--- config.mk ---
export PLATFORM = sky130hd
export DESIGN_NAME = reduce_gate_pipe
export DESIGN_NICKNAME = d
export VERILOG_FILES = /design/src/rtl/reduce_gate_pipe.sv
export SDC_FILE = /design/constraint.sdc
export NUM_CORES = 1
export LEC_CHECK = 0
export ABC_CLOCK_PERIOD_IN_PS = 1700
export CORE_ASPECT_RATIO = 1.1
export CORE_MARGIN = 8
export CORE_UTILIZATION = 40
export CTS_BUF_LIST = sky130_fd_sc_hd__clkbuf_16
export CTS_CLUSTER_SIZE = 24
export DETAILED_ROUTE_END_ITERATION = 6
export SYNTH_ARGS = -nofsm -noshare
export SYNTH_HDL_FRONTEND = slang
export SYNTH_SLANG_ARGS = --single-unit
export TNS_END_PERCENT = 5
--- constraint.sdc ---
create_clock -name clk -period 1.7 [get_ports clk]
set_input_delay 0.51 -clock clk [delete_from_list [all_inputs] [get_ports clk]]
set_output_delay 0.51 -clock clk [all_outputs]
set_load 0.05 [all_outputs]
--- src/rtl/reduce_gate_pipe.sv ---
// reduce_gate_pipe
//   Pipelined N-input logic reduction gate. A binary tree of 2-input gates
//   reduces WIDTH operand bits to one result, with one register stage per
//   tree level. The operator is chosen per sample: AND, OR, XOR or NAND.
//   Valid/ready flow control uses a single global stall. A saturating counter
//   records how many accepted outputs had a result of 1.
//
// Ports
//   clk        rising-edge clock
//   rst_n      synchronous active-low reset
//   in_valid   in_data/in_op hold a sample this cycle
//   in_ready   pipeline accepts a sample this cycle
//   in_data    WIDTH operand bits, bit i is input i
//   in_op      00 AND, 01 OR, 10 XOR, 11 NAND
//   out_valid  out_result/out_pair hold a sample
//   out_ready  downstream accepts the output this cycle
//   out_result full reduction under the sample's operator
//   out_pair   level-1 partials (never inverted), aligned with out_result
//   hit_count  saturating count of accepted outputs with out_result=1

module reduce_gate_pipe #(
    parameter int WIDTH = 4,
    parameter int CNT_W = 8
) (
    input  logic               clk,
    input  logic               rst_n,
    input  logic               in_valid,
    output logic               in_ready,
    input  logic [WIDTH-1:0]   in_data,
    input  logic [1:0]         in_op,
    output logic               out_valid,
    input  logic               out_ready,
    output logic               out_result,
    output logic [WIDTH/2-1:0] out_pair,
    output logic [CNT_W-1:0]   hit_count
);

    localparam int LEVELS = $clog2(WIDTH);
    localparam int HALF   = WIDTH / 2;

    // NAND reduces with AND and inverts only the final result.
    function automatic logic base_op(input logic a, input logic b, input logic [1:0] op);
        case (op)
            2'b01:   base_op = a | b;
            2'b10:   base_op = a ^ b;
            default: base_op = a & b;
        endcase
    endfunction

    // All tree levels are packed into one vector: level s starts at
    // WIDTH - (WIDTH >> (s-1)) and is WIDTH >> s bits wide, so the whole
    // tree needs WIDTH-1 bits and the final bit sits at WIDTH-2.
    function automatic int lvl_off(input int s);
        lvl_off = WIDTH - (WIDTH >> (s - 1));
    endfunction

    logic [WIDTH-2:0]  tree_d;
    logic [WIDTH-2:0]  tree_p;
    logic [LEVELS:1]   vld_p;
    logic [1:0]        op_p   [1:LEVELS];
    logic [HALF-1:0]   pair_p [1:LEVELS];
    logic              adv;

    // One global enable: the whole pipe moves unless a valid output is
    // waiting on downstream. Bubbles move along with data.
    assign adv      = !out_valid || out_ready;
    assign in_ready = adv;

    // Stage 0 -> 1 and stage s-1 -> s combinational reductions; each level
    // uses the op that travelled with its own sample.
    always_comb begin
        tree_d = '0;
        for (int k = 0; k < HALF; k++) begin
            tree_d[k] = base_op(in_data[2*k], in_data[2*k+1], in_op);
        end
        for (int s = 2; s <= LEVELS; s++) begin
            for (int k = 0; k < (WIDTH >> s); k++) begin
                tree_d[lvl_off(s) + k] = base_op(tree_p[lvl_off(s-1) + 2*k],
                                                 tree_p[lvl_off(s-1) + 2*k + 1],
                                                 op_p[s-1]);
            end
        end
    end

    // Stage registers: tree levels, op, valid and the delayed level-1
    // partials that keep out_pair aligned with out_result.
    always_ff @(posedge clk) begin
        if (!rst_n) begin
            tree_p    <= '0;
            vld_p     <= '0;
            hit_count <= '0;
            for (int s = 1; s <= LEVELS; s++) begin
                op_p[s]   <= '0;
                pair_p[s] <= '0;
            end
        end else begin
            if (adv) begin
                tree_p    <= tree_d;
                vld_p[1]  <= in_valid;
                op_p[1]   <= in_op;
                pair_p[1] <= tree_d[HALF-1:0];
                for (int s = 2; s <= LEVELS; s++) begin
                    vld_p[s]  <= vld_p[s-1];
                    op_p[s]   <= op_p[s-1];
                    pair_p[s] <= pair_p[s-1];
                end
            end
            if (out_valid && out_ready && out_result && (hit_count != '1)) begin
                hit_count <= hit_count + CNT_W'(1);
            end
        end
    end

    // Output stage
    assign out_valid  = vld_p[LEVELS];
    assign out_result = tree_p[WIDTH-2] ^ (op_p[LEVELS] == 2'b11);
    assign out_pair   = pair_p[LEVELS];

endmodule

==> flow_metrics.py <==
metrics = {
    "sta": {
        "slew_headroom": 0.689,
        "worst_pin_slew_ns": 0.466,
        "final-hold-violation-count": 0,
        "min_period_over_period": 1.06,
        "max_freq_mhz": 554,
        "rsz0062_at_grt": "yes",
        "skew_ns": 0.00399,
        "hold_slack_ns": 0.447,
        "timing.final.ws_setup_ns": -0.106,
        "fin_crit_ns": 1.81,
        "slew_viol_final": 0,
        "setup_viol": 3,
    },
    "cts": {
        "cts_tree": "yes",
        "clkTransAtPathRegs_ns": 0.06,
        "clockBufferDepth": 2,
        "clk_latency_ns": 0.25,
        "ctsHoldBuffers": 0,
        "h-tree-depth": 1,
        "clock_sinks": 21,
        "numCtsBuffers": 3,
        "cts-root-buf": "clkbuf_16",
    },
    "floorplan": {
        "row_count": 20,
        "die_x_um": 66.1,
        "die_area_um2": 4710,
        "start_util": 0.409,
        "fp.dieH_um": 71.2,
        "coreArea_um2": 2700,
        "ios": 23,
    },
    "worst_setup_path": {
        "ff2ff_setup_slack_ns": 0.03,
        "crit_buf_inv": 2,
        "crit_start": "op_p[2][1]$_SDFFCE_PN0P_",
        "worst_setup_path_end_kind": "primary output",
        "crit_family": "flip-flops",
        "critical_path_class": "reg2out",
        "critPathRequiredTime_ns": 1.19,
        "reg2reg_from": "op_p[2][1]$_SDFFCE_PN0P_",
        "reg2reg_depth": 5,
        "crit_chain": "buf_4, a21boi_4, or2_4, buf_8",
        "endpoint": "out_result",
        "path_max_fanout": 3,
        "critPathMaxStageDelay_ns": 0.39,
        "cp.depth": 4,
        "r2r_end": "hit_count[5]$_SDFFE_PN0P_",
        "startpoint_type": "register",
        "critPathArrivalTime_ns": 1.30,
        "crit_path_top_delay_cell": "edfxtp_1",
    },
    "layout": {
        "drive_gt1_frac": 0.310,
        "syn_to_final_growth_pct": 60.2,
        "fin_nets": 180,
        "diodes": 0,
    },
    "synthesis": {
        "syn_area_um2": 1110,
        "synth_warnings": 0,
        "synth_area_per_cell_um2": 9.70,
        "synthTopCellsByArea": "dfxtp_1 24%, edfxtp_1 22%, ha_1 12%",
        "synth_edf_count": 8,
        "async_flop_share": 0,
        "synth_top_area_cell": "dfxtp_1",
        "ys_types": 32,
        "yosysSeqAreaShare": 0.452,
        "synth_ff_type": "dfxtp_1",
        "syn_inst": 114,
        "synth_top_area_frac": 0.235,
        "synth_seq_cells": 21,
        "syn_nets": 135,
        "netlist_top_cells_count": "17 x inv_1, 13 x dfxtp_1, 11 x ha_1, 11 x nand2_1, 9 x nor2_1",
        "synth_most_common_cell": "inv_1",
    },
    "routing": {
        "detail-route-antenna-nets": 0,
        "wl_per_cell_um": 13.6,
        "vias": 987,
        "dr.first_iter.drc_count": 35,
        "vias_per_cell": 5.17,
        "drc": 0,
        "dr.pass1.iters": 4,
        "routed_wl_um": 2600,
    },
    "power": {
        "leakage_nw": 0.764,
        "powerDensity_nw_per_um2": 720,
        "peakVddDrop_mv": 0.443,
        "fin_total_pwr_mw": 1.27,
    },
    "global_routing": {
        "use_met2": 0.214,
        "grt_pass1_wl_um": 4550,
        "grt_use_total": 0.119,
        "grt_max_degree": 12,
        "antenna_found_initial": 0,
        "first_global_vias": 1057,
        "grtUsageMet3": 0.0395,
        "overflow": 0,
        "globalRoute.busiestLayer": "met2",
        "gr-usage-met1": 0.120,
    },
    "run": {
        "maxCapViolations": 0,
    },
    "status": {
        "violations": "negative setup slack",
        "status": "finished, violations left",
    },
    "place": {
        "dpl.hpwl_um": 1930,
        "portBuffers": 22,
        "gp_congestion": 0.799,
    },
    "hold_path": {
        "hold_path_class": "reg2reg",
    },
}
[repair_timing]
| action | 4_1_cts | 5_1_grt |
|---|---|---|
| pin swaps | 3 | 0 |
| endpoints found under the hold margin | 0 | 0 |
| buffers inserted | 4 | 0 |
| endpoints found under the setup margin | 7 | 9 |
| resized for setup | 14 | 2 |
| cloned | 0 | 0 |
[report_power, final]
| part | internal, mW | switching [mW] |
|---|---|---|
| clock | 0.313 | 0.168 |
| sequential | 0.550 | 0.0164 |
| combinational | 0.118 | 0.110 |
[how the worst min path moves through the flow]
stage	from	to	slack [ns]	cells past startpoint
global route	vld_p[1]$_SDFFE_PN0P_	vld_p[1]$_SDFFE_PN0P_	0.47	2
CTS	vld_p[1]$_SDFFE_PN0P_	vld_p[1]$_SDFFE_PN0P_	0.45	2
finish	vld_p[1]$_SDFFE_PN0P_	vld_p[1]$_SDFFE_PN0P_	0.45	2
floorplan	vld_p[1]$_SDFFE_PN0P_	vld_p[1]$_SDFFE_PN0P_	0.43	2
detailed placement	vld_p[1]$_SDFFE_PN0P_	vld_p[1]$_SDFFE_PN0P_	0.44	2
global placement	vld_p[1]$_SDFFE_PN0P_	vld_p[1]$_SDFFE_PN0P_	0.44	2
[sequential cells by signal, summed over array words and instances (netlist names)]
register,flops
hit_count,8
op_p,4
pair_p,4
tree_p,3
vld_p,2
[layout by cell type (no fill, tap or decap), drive strengths merged, types with 3 or more instances in the layout]
cell and n:
inv 17, nand2 11, ha 11, nor3 3, clkdlybuf4s50 7, dfxtp 13
edfxtp 8, nand3 4, and3 3, nor2 9, buf 33, nor2b 3
o21bai 3, a21oi 4, clkbuf 3
[layer usage]
metal / vias up / wire, um
met3: 6 / 152
met4: 0 / 58
met2: 25 / 1400
met5: - / 0
li1: 490 / -
met1: 466 / 991
[worst reg2reg max path: cells and delay by family (launching register included)]
family          cells  cell delay [ns]
compound gates      3             0.76
buf+inv             2             0.40
flops               1             0.39
[through the flow]
stage	worst slack [ns]	utilization	instance area, um^2	instances	setup TNS (ns)
finish	-0.106	0.656	1770	191	-0.116
CTS	-0.0634	0.654	1770	191	-0.0670
global route	-0.142	0.656	1770	191	-0.348
floorplan	0.00920	-	1110	114	0
global placement	-0.321	0.596	1610	183	-5.25
detailed placement	-0.309	0.596	1610	183	-5.45
[kinds of logic (layout without fill, tap and decap cells)]
group           Yosys count  count (layout)  synth area share
fa+ha+maj                11              11             0.124
buf+inv                  18              62            0.0611
mux                       2               2            0.0181
compound gates           22              22             0.164
flops                    21              21             0.452
simple gates             40              40             0.180
[final cells by class]
| class | count | area, um^2 |
|---|---|---|
| Timing Repair Buffer | 41 | 498 |
| Clock buffer | 3 | 75.1 |
| Inverter | 17 | 67.6 |
| Tap cell | 33 | 41.3 |
| Clock inverter | 1 | 3.75 |
| Multi-Input combinational cell | 75 | 584 |
| Fill cell | 234 | 931 |
| Sequential cell | 21 | 502 |
Note: power is estimated with default switching activity, not from simulation.
==> patch 1 (config.mk and constraints unchanged) <==
`CNT_W`: 8 -> 12.
--- a/src/rtl/reduce_gate_pipe.sv
+++ b/src/rtl/reduce_gate_pipe.sv
@@ -20,7 +20,7 @@
 
 module reduce_gate_pipe #(
     parameter int WIDTH = 4,
-    parameter int CNT_W = 8
+    parameter int CNT_W = 12
 ) (
     input  logic               clk,
     input  logic               rst_n,
Interface: changed (resized hit_count); port bits go from 23 to 27. No check against the original RTL was run, so the function may have changed too.
==> patch 1 against the original RTL <==
Synthesized area is 27% higher; wire length rose by 33%; total power is 12% higher; count of clock-buffer cells in the layout unchanged; maximum frequency rose by 6.7%; worst setup slack improved by 0.11 ns; final area up 25%; sequential cell count grew 4; largest cell class unchanged; largest power group unchanged.
==> patch 1: results (changes against the original RTL) <==
| Metric | Value |
|---|---|
| Final HPWL DP | 2690 um (was 1930 um) |
| Register share of total power | 0.463 (was 0.444) |
| Leakage | 0.955 nW (was 0.764 nW) |
| Area Overhead vs Synth | 57.5% (was 60.2%) |
| Setup crit start | op_p[2][0] (was op_p[2][1]) |
| Status | completed (was finished with violations) |
| # port buffers | 26 (was 22) |
| Register-to-register setup slack | 0.06 ns (was 0.03 ns) |
| Switching pwr | 341 uW (was 294 uW) |
| FF-to-FF End | hit_count[4] (was hit_count[5]) |
| Largest registers | hit_count x12, op_p x4, pair_p x4 (was hit_count x8, op_p x4, pair_p x4) |
| First-pass GRT wire length | 5790 um (was 4550 um) |
| Register area share after synthesis | 0.413 (was 0.452) |
| Pin count of the biggest net entering global routing | 15 (was 12) |
| Synth cell count leaders | dfxtp_1, inv_1, ha_1, nand2_1, a21oi_1 (was inv_1, dfxtp_1, ha_1, nand2_1, nor2_1) |
| Via count | 1294 (was 987) |
| Met2 Usage GRT | 0.243 (was 0.214) |
| Final wirelength | 3470 um (was 2600 um) |
| Clock power share | 0.367 (was 0.377) |
| Synth area leaders | dfxtp_1, edfxtp_1, ha_1, inv_1, a21oi_1 (was dfxtp_1, edfxtp_1, ha_1, inv_1, nand2_1) |
| Final Wtd Congestion | 0.778 (was 0.799) |
| Met3 usage | 0.0330 (was 0.0395) |
| Met2 wire length | 1960 um (was 1400 um) |
| # fillers | 290 (was 234) |
| Placed inst area | 0.00205 mm2 (was 0.00161 mm2) |
| Syn_nets | 168 (was 135) |
[patch 1: kinds of logic after synthesis]
logic type,share of synthesized area
simple gates,0.220
compound gates,0.175
flops,0.413
buf+inv,0.0873
fa+ha+maj,0.0980
mux,0.00712
[patch 1: layout make-up]
type                       count  area share
tap                           48      0.0271
sequential                    25       0.264
inverter                      16      0.0271
clock inverter                 1     0.00226
clock buffer                   3      0.0339
multi-input combinational    100       0.347
timing repair buffer          55       0.298
[patch 1: metrics by stage]
stage / hold WS, ns / std cells / worst slack [ns]
after floorplan: 0.430 / 147 / -0.131
after global placement: 0.437 / 243 / -0.318
after detailed placement: 0.451 / 243 / -0.361
after CTS: 0.462 / 248 / -0.00744
after global routing: 0.484 / 248 / -0.0382
final: 0.458 / 248 / 0.00757
[patch 1: what timing repair did]
item	CTS	global route
gates resized for setup	11	9
gates cloned	0	0
pin swaps	1	5
setup buffers	1	0
hold buffers	0	0
endpoints found under the setup margin	12	8
==> patch 2 (config.mk and constraints unchanged) <==
Without the edit above. Make the reset (`rst_n`) asynchronous in one clocked block. Comments in the files are not updated.
--- a/src/rtl/reduce_gate_pipe.sv
+++ b/src/rtl/reduce_gate_pipe.sv
@@ -84,7 +84,7 @@
 
     // Stage registers: tree levels, op, valid and the delayed level-1
     // partials that keep out_pair aligned with out_result.
-    always_ff @(posedge clk) begin
+    always_ff @(posedge clk or negedge rst_n) begin
         if (!rst_n) begin
             tree_p    <= '0;
             vld_p     <= '0;
Behaviour: differs if rst_n is asserted again (counterexample within 4 cycles, from zero or initial values and one cycle with rst_n low); with rst_n held inactive, the same outputs for 10 cycles.
==> patch 2 against the original RTL <==
Maximum frequency increased by 9.0%; final area is 5.7% lower; critical endpoint unchanged; wire length decreased by 8.7%; first-iteration DRC count down 14%; sequential cell count down 2; synthesized area shrank 0.23%; worst setup slack gained 0.15 ns.
Power is not compared: it rests on default switching activity, and its combinational part moved more than twofold at a synthesized area within 25%.
==> patch 2: results (changes against the original RTL) <==
| Metric | Value |
|---|---|
| Placed inst area | 0.00154 mm2 (was 0.00161 mm2) |
| Hold endpoint | vld_p[2] (was vld_p[1]) |
| Slowest Stage Delay on Critical Path | 0.42 ns (was 0.39 ns) |
| Register area share after synthesis | 0.431 (was 0.452) |
| Worst Reg-to-Reg Cells | 4 (was 5) |
| Mux cell area share after synthesis | 0.0442 (was 0.0181) |
| Met2 wire length | 1190 um (was 1400 um) |
| XOR/XNOR Fraction of Synth Area | 0.00794 (was 0) |
| Slew HR | 0.794 (was 0.689) |
| Post-Synthesis Cells | 108 (was 114) |
| Synth cell count leaders | dfrtp_1, inv_1, nand2_1 (was inv_1, dfxtp_1, ha_1, nand2_1, nor2_1) |
| Placed cells | 169 (was 183) |
| Initial DRC Count | 30 (was 35) |
| Met1 WL | 946 um (was 991 um) |
| Met3 WL post-DR | 164 um (was 152 um) |
| Status | completed (was finished with violations) |
| Pin count of the biggest net entering global routing | 20 (was 12) |
| # fillers | 253 (was 234) |
| Final HPWL DP | 1760 um (was 1930 um) |
| CP Data Arrival Time | 1.15 ns (was 1.30 ns) |
| Syn_nets | 129 (was 135) |
| Final Wtd Congestion | 0.807 (was 0.799) |
| Skew final | 0.00337 ns (was 0.00399 ns) |
| Slowest stage cell, crit path | dfrtp_1 (was edfxtp_1) |
| Hold Startpoint | vld_p[1] (unchanged) |
| Compound-gate portion of the synthesized area | 0.176 (was 0.164) |
| Crit-path leading delay family | flip-flops (unchanged) |
| Share of layout cells above drive strength 1 | 0.303 (was 0.310) |
| Met2 Usage GRT | 0.177 (was 0.214) |
| Met3 usage | 0.0379 (was 0.0395) |
| Largest registers | hit_count x8, op_p x4, tree_p x3 (was hit_count x8, op_p x4, pair_p x4) |
| First-pass GRT wire length | 4020 um (was 4550 um) |
| FF-to-FF End | hit_count[1] (was hit_count[5]) |
| Synth area leaders | dfrtp_1, ha_1, inv_1, nand2_1, o21ai_0 (was dfxtp_1, edfxtp_1, ha_1, inv_1, nand2_1) |
| Period Utilization, post-route | 0.975 (was 1.06) |
| Final wirelength | 2380 um (was 2600 um) |
| Hold Path Depth | 1 (was 2) |
| Layout Cells excl Fill | 175 (was 191) |
| Number of global-route vias before repair | 928 (was 1057) |
| Register-to-register setup slack | 0.12 ns (was 0.03 ns) |
| Via count | 885 (was 987) |
| Hold WS | 0.479 ns (was 0.447 ns) |
| Met1 Use GR | 0.114 (was 0.120) |
| Ys async rst share | 1.00 (was 0) |
| Adder-Cell Fraction of Synth Area | 0.125 (was 0.124) |
==> patch 2: changes by cell type after synthesis, moves of 3 or more <==
| cell | unedited run | this run |
|---|---|---|
| dfrtp_1 | 0 | 19 |
| dfxtp_1 | 13 | 0 |
| edfxtp_1 | 8 | 0 |
| nor2_1 | 9 | 2 |
| o21ai_0 | 2 | 8 |
| and3_1 | 3 | 0 |
| inv_1 | 17 | 14 |
| o21bai_1 | 3 | 0 |
==> patch 2: area by class of cell <==
cell class / count / area (um2) / share of cell area
clock buffer: 3 / 75.1 / 0.0449
clock inverter: 1 / 3.75 / 0.00225
inverter: 14 / 52.6 / 0.0315
multi-input combinational: 71 / 576 / 0.345
sequential: 19 / 478 / 0.286
tap: 33 / 41.3 / 0.0247
timing repair buffer: 34 / 444 / 0.266
==> patch 2: what timing repair did <==
action / 4_1_cts / 5_1_grt
resized for setup: 6 / 6
hold buffers: 0 / 0
setup endpoints to repair: 3 / 3
buffers inserted: 2 / 0
pin swaps: 0 / 1
